--- config.mk ---
export PLATFORM = sky130hd
export DESIGN_NAME = uart_rx
export DESIGN_NICKNAME = d
export VERILOG_FILES = /design/src/rtl/uart_pkg.sv /design/src/rtl/uart_rx_sync.sv /design/src/rtl/uart_rx.sv
export SDC_FILE = /design/constraint.sdc
export NUM_CORES = 1
export LEC_CHECK = 0
export BUFFER_PORTS_ARGS = -buffer_cell sky130_fd_sc_hd__buf_2
export CORE_MARGIN = 2
export CORE_UTILIZATION = 49
export CTS_CLUSTER_DIAMETER = 50
export DETAILED_ROUTE_END_ITERATION = 8
export GPL_TIMING_DRIVEN = 0
export PLACE_DENSITY = 0.66
export SYNTH_ARGS = -nofsm -noshare
export SYNTH_HDL_FRONTEND = slang
export SYNTH_SLANG_ARGS = --single-unit
--- constraint.sdc ---
create_clock -name clock_out -period 3.1 [get_ports clock_out]
set_input_delay 0.155 -clock clock_out [delete_from_list [all_inputs] [get_ports clock_out]]
set_output_delay 0.155 -clock clock_out [all_outputs]
set_load 0.02 [all_outputs]
--- src/rtl/uart_pkg.sv ---
// uart_pkg: shared receive-state encoding and frame bit levels for the UART path.
// Latency: n/a (types and constants only).
// Backpressure: n/a.
package uart_pkg;

    // Receiver FSM states.
    typedef enum logic [2:0] {
        IDLE  = 3'd0,
        START = 3'd1,
        DATA  = 3'd2,
        STOP  = 3'd3,
        BREAK = 3'd4
    } rx_state_t;

    // Line levels of the framing bits. uart_tx uses the same values.
    localparam logic START_BIT = 1'b0;
    localparam logic STOP_BIT  = 1'b1;

endpackage

--- src/rtl/uart_rx_sync.sv ---
// uart_rx_sync: 2-flop synchronizer for the serial line, plus a 3-sample history and majority vote.
// Latency: o_sync is 2 clock_out cycles behind i_rdata; o_maj covers the 3 synchronized samples before it.
// Backpressure: none; free-running every clock_out tick.
// Ports: clock_out/nreset clock and async active-low reset; i_rdata raw line;
//        o_sync synchronized line level; o_maj majority of the last 3 synchronized samples.
module uart_rx_sync
    import uart_pkg::*;
(
    input  logic clock_out,
    input  logic nreset,
    input  logic i_rdata,
    output logic o_sync,
    output logic o_maj
);

    logic       r_meta;
    logic       r_sync;
    logic [2:0] r_hist;

    // All flops reset to the idle line level, so a reset never looks like a start edge.
    always_ff @(posedge clock_out or negedge nreset) begin
        if (!nreset) begin
            r_meta <= STOP_BIT;
            r_sync <= STOP_BIT;
            r_hist <= {3{STOP_BIT}};
        end else begin
            r_meta <= i_rdata;
            r_sync <= r_meta;
            r_hist <= {r_hist[1:0], r_sync};
        end
    end

    assign o_sync = r_sync;
    assign o_maj  = (r_hist[0] & r_hist[1]) | (r_hist[0] & r_hist[2]) | (r_hist[1] & r_hist[2]);

endmodule

--- src/rtl/uart_rx.sv ---
// uart_rx: oversampled 8N1-style serial receiver with a valid/ack holding register.
// Latency: word appears on data/valid at the stop-bit mid sample (~9.5 bit times after the start edge).
// Backpressure: none on the line; a good frame arriving while valid=1 is dropped and sets sticky overrun.
// Ports: clock_out tick clock (OVERSAMPLING ticks per bit); nreset async active-low; rdata serial line;
//        ack consumer handshake; data/valid holding register; frame_error one-cycle pulse on bad stop bit;
//        overrun sticky drop flag; busy high whenever the FSM is not idle.
module uart_rx
    import uart_pkg::*;
#(
    parameter int BYTESIZES    = 8,
    parameter int OVERSAMPLING = 16,
    parameter int BAUDRATE     = 115200
) (
    input  logic                 clock_out,
    input  logic                 nreset,
    input  logic                 rdata,
    input  logic                 ack,
    output logic [BYTESIZES-1:0] data,
    output logic                 valid,
    output logic                 frame_error,
    output logic                 overrun,
    output logic                 busy
);

    localparam int TW = $clog2(OVERSAMPLING);
    localparam int BW = $clog2(BYTESIZES + 1);
    localparam logic [TW-1:0] HALF_TICK = TW'(OVERSAMPLING / 2 - 1);
    localparam logic [TW-1:0] LAST_TICK = TW'(OVERSAMPLING - 1);
    localparam logic [BW-1:0] LAST_BIT  = BW'(BYTESIZES - 1);

    // The tick counter relies on natural wrap at OVERSAMPLING, hence the power-of-two rule.
    if (OVERSAMPLING < 4 || (OVERSAMPLING & (OVERSAMPLING - 1)) != 0 || BAUDRATE <= 0) begin : g_bad_param
        $error("uart_rx: OVERSAMPLING must be a power of two >= 4 and BAUDRATE positive");
    end

    rx_state_t            r_state;
    logic [TW-1:0]        r_tick;
    logic [BW-1:0]        r_bit;
    logic [BYTESIZES-1:0] r_shift;
    logic [BYTESIZES-1:0] r_data;
    logic                 r_valid;
    logic                 r_fe;
    logic                 r_ovr;

    logic w_sync;
    logic w_maj;
    logic w_stop_pt;
    logic w_good;

    uart_rx_sync u_sync (
        .clock_out (clock_out),
        .nreset    (nreset),
        .i_rdata   (rdata),
        .o_sync    (w_sync),
        .o_maj     (w_maj)
    );

    assign w_stop_pt = (r_state == STOP) && (r_tick == LAST_TICK);
    assign w_good    = w_stop_pt && (w_maj == STOP_BIT);

    always_ff @(posedge clock_out or negedge nreset) begin
        if (!nreset) begin
            r_state <= IDLE;
            r_tick  <= '0;
            r_bit   <= '0;
            r_shift <= '0;
            r_data  <= '0;
            r_valid <= 1'b0;
            r_fe    <= 1'b0;
            r_ovr   <= 1'b0;
        end else begin
            r_fe <= 1'b0;

            case (r_state)
                IDLE: begin
                    if (w_sync == START_BIT) begin
                        r_tick  <= '0;
                        r_state <= START;
                    end
                end
                START: begin
                    // Mid start bit: a majority high here means the low level was a glitch.
                    if (r_tick == HALF_TICK) begin
                        if (w_maj == STOP_BIT) begin
                            r_state <= IDLE;
                        end else begin
                            r_tick  <= '0;
                            r_bit   <= '0;
                            r_state <= DATA;
                        end
                    end else begin
                        r_tick <= r_tick + 1'b1;
                    end
                end
                DATA: begin
                    if (r_tick == LAST_TICK) begin
                        r_tick  <= '0;
                        r_shift <= {w_maj, r_shift[BYTESIZES-1:1]};
                        r_bit   <= r_bit + 1'b1;
                        if (r_bit == LAST_BIT) begin
                            r_state <= STOP;
                        end
                    end else begin
                        r_tick <= r_tick + 1'b1;
                    end
                end
                STOP: begin
                    // Leave mid stop bit so a back-to-back start edge is not missed.
                    if (r_tick == LAST_TICK) begin
                        r_tick <= '0;
                        if (w_maj == STOP_BIT) begin
                            r_state <= IDLE;
                        end else begin
                            r_fe    <= 1'b1;
                            r_state <= BREAK;
                        end
                    end else begin
                        r_tick <= r_tick + 1'b1;
                    end
                end
                BREAK: begin
                    if (w_sync == STOP_BIT) begin
                        r_state <= IDLE;
                    end
                end
                default: r_state <= IDLE;
            endcase

            // Holding register. An ack on the completion edge frees the slot for the new word.
            if (w_good) begin
                if (ack || !r_valid) begin
                    r_data  <= r_shift;
                    r_valid <= 1'b1;
                end
                if (ack) begin
                    r_ovr <= 1'b0;
                end else if (r_valid) begin
                    r_ovr <= 1'b1;
                end
            end else if (ack) begin
                r_valid <= 1'b0;
                r_ovr   <= 1'b0;
            end
        end
    end

    assign data        = r_data;
    assign valid       = r_valid;
    assign frame_error = r_fe;
    assign overrun     = r_ovr;
    assign busy        = (r_state != IDLE);

endmodule

* Word-level counts from Yosys, hierarchy flattened
Index checks and enable logic that the tools add are counted.
W data, S select, Z words.
** Word-level totals
- Flip-flop bits (word level) :: 35
- Output and inout port bits :: 12
- Bits of input ports :: 4
- Logic and storage cells :: 78
** Cells by class
- Mux-type cells :: 26
- $add $sub $neg :: 2
- Reductions and logical operators :: 18
- Bitwise logic cells :: 5
- Equal/unequal tests :: 16
** Operators with widths (count)
- $mux W4 :: 6
- $mux W3 :: 7
- $pmux W3 S5 :: 1
- $pmux W4 S3 :: 1
- $ne A2 B2 Y1 const B :: 5
- $mux W1 :: 9
- $add A4 B1 Y4 const B :: 2
- $eq A4 B3 Y1 const B :: 2
- $pmux W4 S2 :: 1
- $reduce_and A2 Y1 :: 4
- $eq A3 B2 Y1 const B :: 2
- $ne A2 B1 Y1 const B :: 3
- $reduce_and A6 Y1 :: 1
- $reduce_bool A2 Y1 :: 3
- $reduce_bool A3 Y1 :: 2
- $eq A4 B4 Y1 const B :: 1
- $reduce_and A4 Y1 :: 1
- $and A1 B1 Y1 :: 3
- $eq A3 B1 Y1 const B :: 1
- $eq A3 B3 Y1 const B :: 1
- $logic_not A3 Y1 :: 1
- $ne A3 B3 Y1 const B :: 1
- $reduce_and A3 Y1 :: 1
- $logic_and A1 B1 Y1 :: 2
- other kinds (5) :: 6

* Longest topological paths before layout
- Depth after elaboration :: 6
- Mapped depth :: 6
- Depth with buffers taken out :: 5

* By module
From an unflattened synthesis, not the netlist that was laid out.
** Unflattened totals
- Cells, all modules :: 123
- Area, all modules :: 1614.0 um^2
** By module, submodules not included
- uart_rx :: area an instance 1471.4 um^2, seq. area each 750.7 um^2, times used 1, cells each 117
- uart_rx_sync :: area an instance 142.6 um^2, seq. area each 131.4 um^2, times used 1, cells each 6

* Worst setup path before layout
No wires, ideal clock.
- Path type :: flip-flop to flip-flop
- From :: register r_tick[0]
- To :: register r_tick[1]
- Clock period less this slack :: 1551 ps
- Arrival time :: 1486 ps
- Setup slack :: 1549 ps
- Required time :: 3035 ps
- Cell stages (with the launch flop) :: 6
- Path through :: dfrtp_1 > ha_1 > nand4b_1 > or4b_1 > nand2_1 > a22o_1
** On the way
- Word-level cells in the longest chain between the ends :: 3
- Elaborated cells on any way between the ends :: 8
- Classes of those cells :: 1 x add/sub; 3 x eq/ne; 3 x mux; 1 x reduce/logical
** Ends and longest elaborated chain
- start: declaration :: line uart_rx.sv:37 : logic [TW-1:0] r_tick;
- start signal: assignment :: line uart_rx.sv:92 : r_tick <= r_tick + 1'b1;
- start signal: assignment :: line uart_rx.sv:104 : r_tick <= r_tick + 1'b1;
- start signal: assignment :: line uart_rx.sv:118 : r_tick <= r_tick + 1'b1;
- $add A4 B1 Y4, or another cell as far along :: line uart_rx.sv:92, uart_rx.sv:104, uart_rx.sv:118
- $mux W4, or another cell as far along :: line uart_rx.sv:96, uart_rx.sv:109
- $pmux W4 S3 / $reduce_and A3 Y1 (equally long branches)
Parallel ways exist; a longest one is shown, timed or not.
A chain may end at the register's enable or synchronous reset.

* Worst setup path in the final report
Ends and elaborated chain as after synthesis.

==> reports/metrics.cfg <==
[run_status]
status=completed

[setup_path]
endpoint_kind=flop
critical_path.max_fanout=5
cp_data_arrival_time_ns=1.99
path_class=reg2reg
crit_path_start_kind=flop
cp.required_ns=3.37

[synthesis]
synth_flop_cell=dfrtp_1
synthesis.nets=139
synth_edf_count=0
syn_inst=133
synth_warnings=0
synth_xor_area_share_pct=0.554
synth_top_family_by_area=simple AND/OR/NAND/NOR gates
ys_types=40
synth_area_leaders=dfrtp_1, dfstp_2, mux2_4
synthMuxAreaShare_pct=8.31
synth_compound_area_share_pct=9.49
synth_seq_cells=35
synth_adder_area_share_pct=2.29
synthSimpleGateAreaFrac_pct=21.5
synthArstFlopShare_pct=100
ys_seq_area_share_pct=55.8
synth.top_cell.area_share_pct=47.5
synth_top_cell_by_area=dfrtp_1
syn_area_um2=1580
synth_area_per_cell_um2=11.9

[clock_tree]
cts_tree=built
clockRootBuffer=clkbuf_4
clkTransAtPathRegs_ns=0.09
cts_resized=0
insertion_delay_ns=0.34
numCtsBuffers=5
clkSinkCount=35
clock_path_buffers=2
cts_max_level=2

[timing]
skew_ns=0.0116
slew_viol_final=0
layout_min_cycle_time_ns=1.72
setup_slack_ns=1.38
hold_viol_final=0
maxSlewHeadroom_pct=50.6
max_freq_mhz=580
setup_viol=0
tns_ns=0
fin_crit_sh_pct=55.6
rsz0062_at_grt=no
worstMarginPinSlew_ns=0.742

[placement]
gp_congestion=0.767
pre_cts_ws_ns=1.40
hpwlAfterDp_um=1850
portBuffers=15

[drt]
via_per_inst=5.09
antenna_left=0
vias=1033
wl_met1_um=1290
drt_first_iter_violations=32
drtPass1Iterations=4
wl_per_cell_um=13.0
dr_wl_met2_um=1190
drt_wl_total_um=2650
top_layer=met4
drc=0
dr_wl_met3_um=126

[finish]
fin_util_pct=58.6
multi_input_area_um2=667
fillers=277
final_cell_mix=dfrtp_1, nand2_1, buf_2
insertedDiodeCount=0
drive_gt1_share_pct=29.6
area_delta_synth_final_pct=13.2
final_nets=164
final_common_cell=dfrtp_1
seq_area_um2=882

[pwr]
internal_power_uw=759
p_sw_share_pct=32.1
p_comb_share_pct=26.2
p_leak_nw=0.869
finalPower_mw=1.12
vdd_ir_drop_max_uv=413
p_seq_share_pct=53.6
p_sw_uw=359
cellPowerDensity_nw_per_um2=625
clkPwrFrac_pct=20.2

[floorplanning]
dieArea_um2=3700
initial_core_util_pct=51.8
core_area_um2=3050
io_pins=16
rows=20
die_h_um=60.8
die_x_um=60.8

[min_path]
hold_class=reg2reg

[global_routing]
grt_pass1_vias=989
overflow=0
antenna_found_initial=0
grt_pass1_wl_um=4510
grt_start_max_net_pins=36
grt_use_total_pct=16.8

[run]
drv_cap=0

-- through the flow --
| step | hold slack, ns | area [µm²] | cells |
|---|---|---|---|
| floorplan | -0.141 | 1580 | 133 |
| global placement | 0.261 | 1710 | 192 |
| detailed placement | 0.262 | 1710 | 192 |
| CTS | 0.365 | 1790 | 203 |
| global route | 0.374 | 1790 | 203 |
| finish | 0.361 | 1790 | 203 |
-- cells by family after synthesis --
group	count (synthesis)
mux	9
fa+ha+maj	3
compound gates	20
simple gates	60
flops	35
buf+inv	5
xor+xnor	1
-- layer usage --
layer / up-vias / track usage (%)
met5: - / 0
met4: 0 / 6.52
met3: 5 / 5.76
met2: 26 / 25.8
met1: 491 / 22.1
li1: 511 / -
-- final timing paths --
path                                  to     startpoint  cells after the start  slack (ns)
max                            r_tick[1]      r_tick[0]                      5        1.38
min                        u_sync.o_sync  u_sync.r_meta                      0        0.36
max reg2reg                    r_tick[1]      r_tick[0]                      5        1.38
min reg2reg                u_sync.o_sync  u_sync.r_meta                      0        0.36
max in group asynchronous        data[5]         nreset                      2        2.21
min in group asynchronous     r_shift[2]         nreset                      2        0.41
-- sequential cells by signal (all words and copies together) (netlist names) --
name,cells
data,8
frame_error,1
overrun,1
r_bit,4
r_shift,8
r_state,3
r_tick,4
u_sync.o_sync,1
u_sync.r_hist,3
u_sync.r_meta,1
valid,1
-- layout make-up --
type | instances | share of cell area (%)
clock buffer | 8 | 2.73
multi-input combinational | 93 | 37.2
inverter | 1 | 0.210
tap | 44 | 3.07
sequential | 35 | 49.3
buffer | 4 | 1.61
timing repair buffer | 18 | 5.87
-- Yosys cell counts (2+ instances only) --
cell type,number
dfrtp_1,30
nand2_1,29
nor2_1,9
mux2_4,8
dfstp_2,5
a21oi_1,4
nand2b_1,4
nand3_1,4
a21o_1,2
a22o_1,2
a31oi_1,2
buf_2,2
ha_1,2
nor2b_1,2
nor4_4,2
o41ai_1,2
-- worst max-delay path, cell delays in order (launching register included) --
cell	delay, ns
dfrtp_1	0.40
ha_1	0.25
nand4b_1	0.19
or4b_1	0.59
nand2_1	0.11
a22o_1	0.13
-- timing repair --
action / 4_1_cts / 5_1_grt
setup endpoints to repair: 0 / 0
hold buffers: 3 / 0
setup buffers: 0 / 0
hold endpoints to repair: 32 / 0
-- power by group through the flow --
| stage | sequential [mW] | combinational [mW] | clock [mW] |
|---|---|---|---|
| 2_1_floorplan | 0.597 | 0.236 | 0 |
| 3_3_place_gp | 0.603 | 0.284 | 0 |
| 3_5_place_dp | 0.608 | 0.295 | 0 |
| 4_1_cts | 0.599 | 0.299 | 0.238 |
| 5_1_grt | 0.610 | 0.332 | 0.258 |
| 6_report | 0.599 | 0.293 | 0.226 |
(Power assumes the default switching activity.)
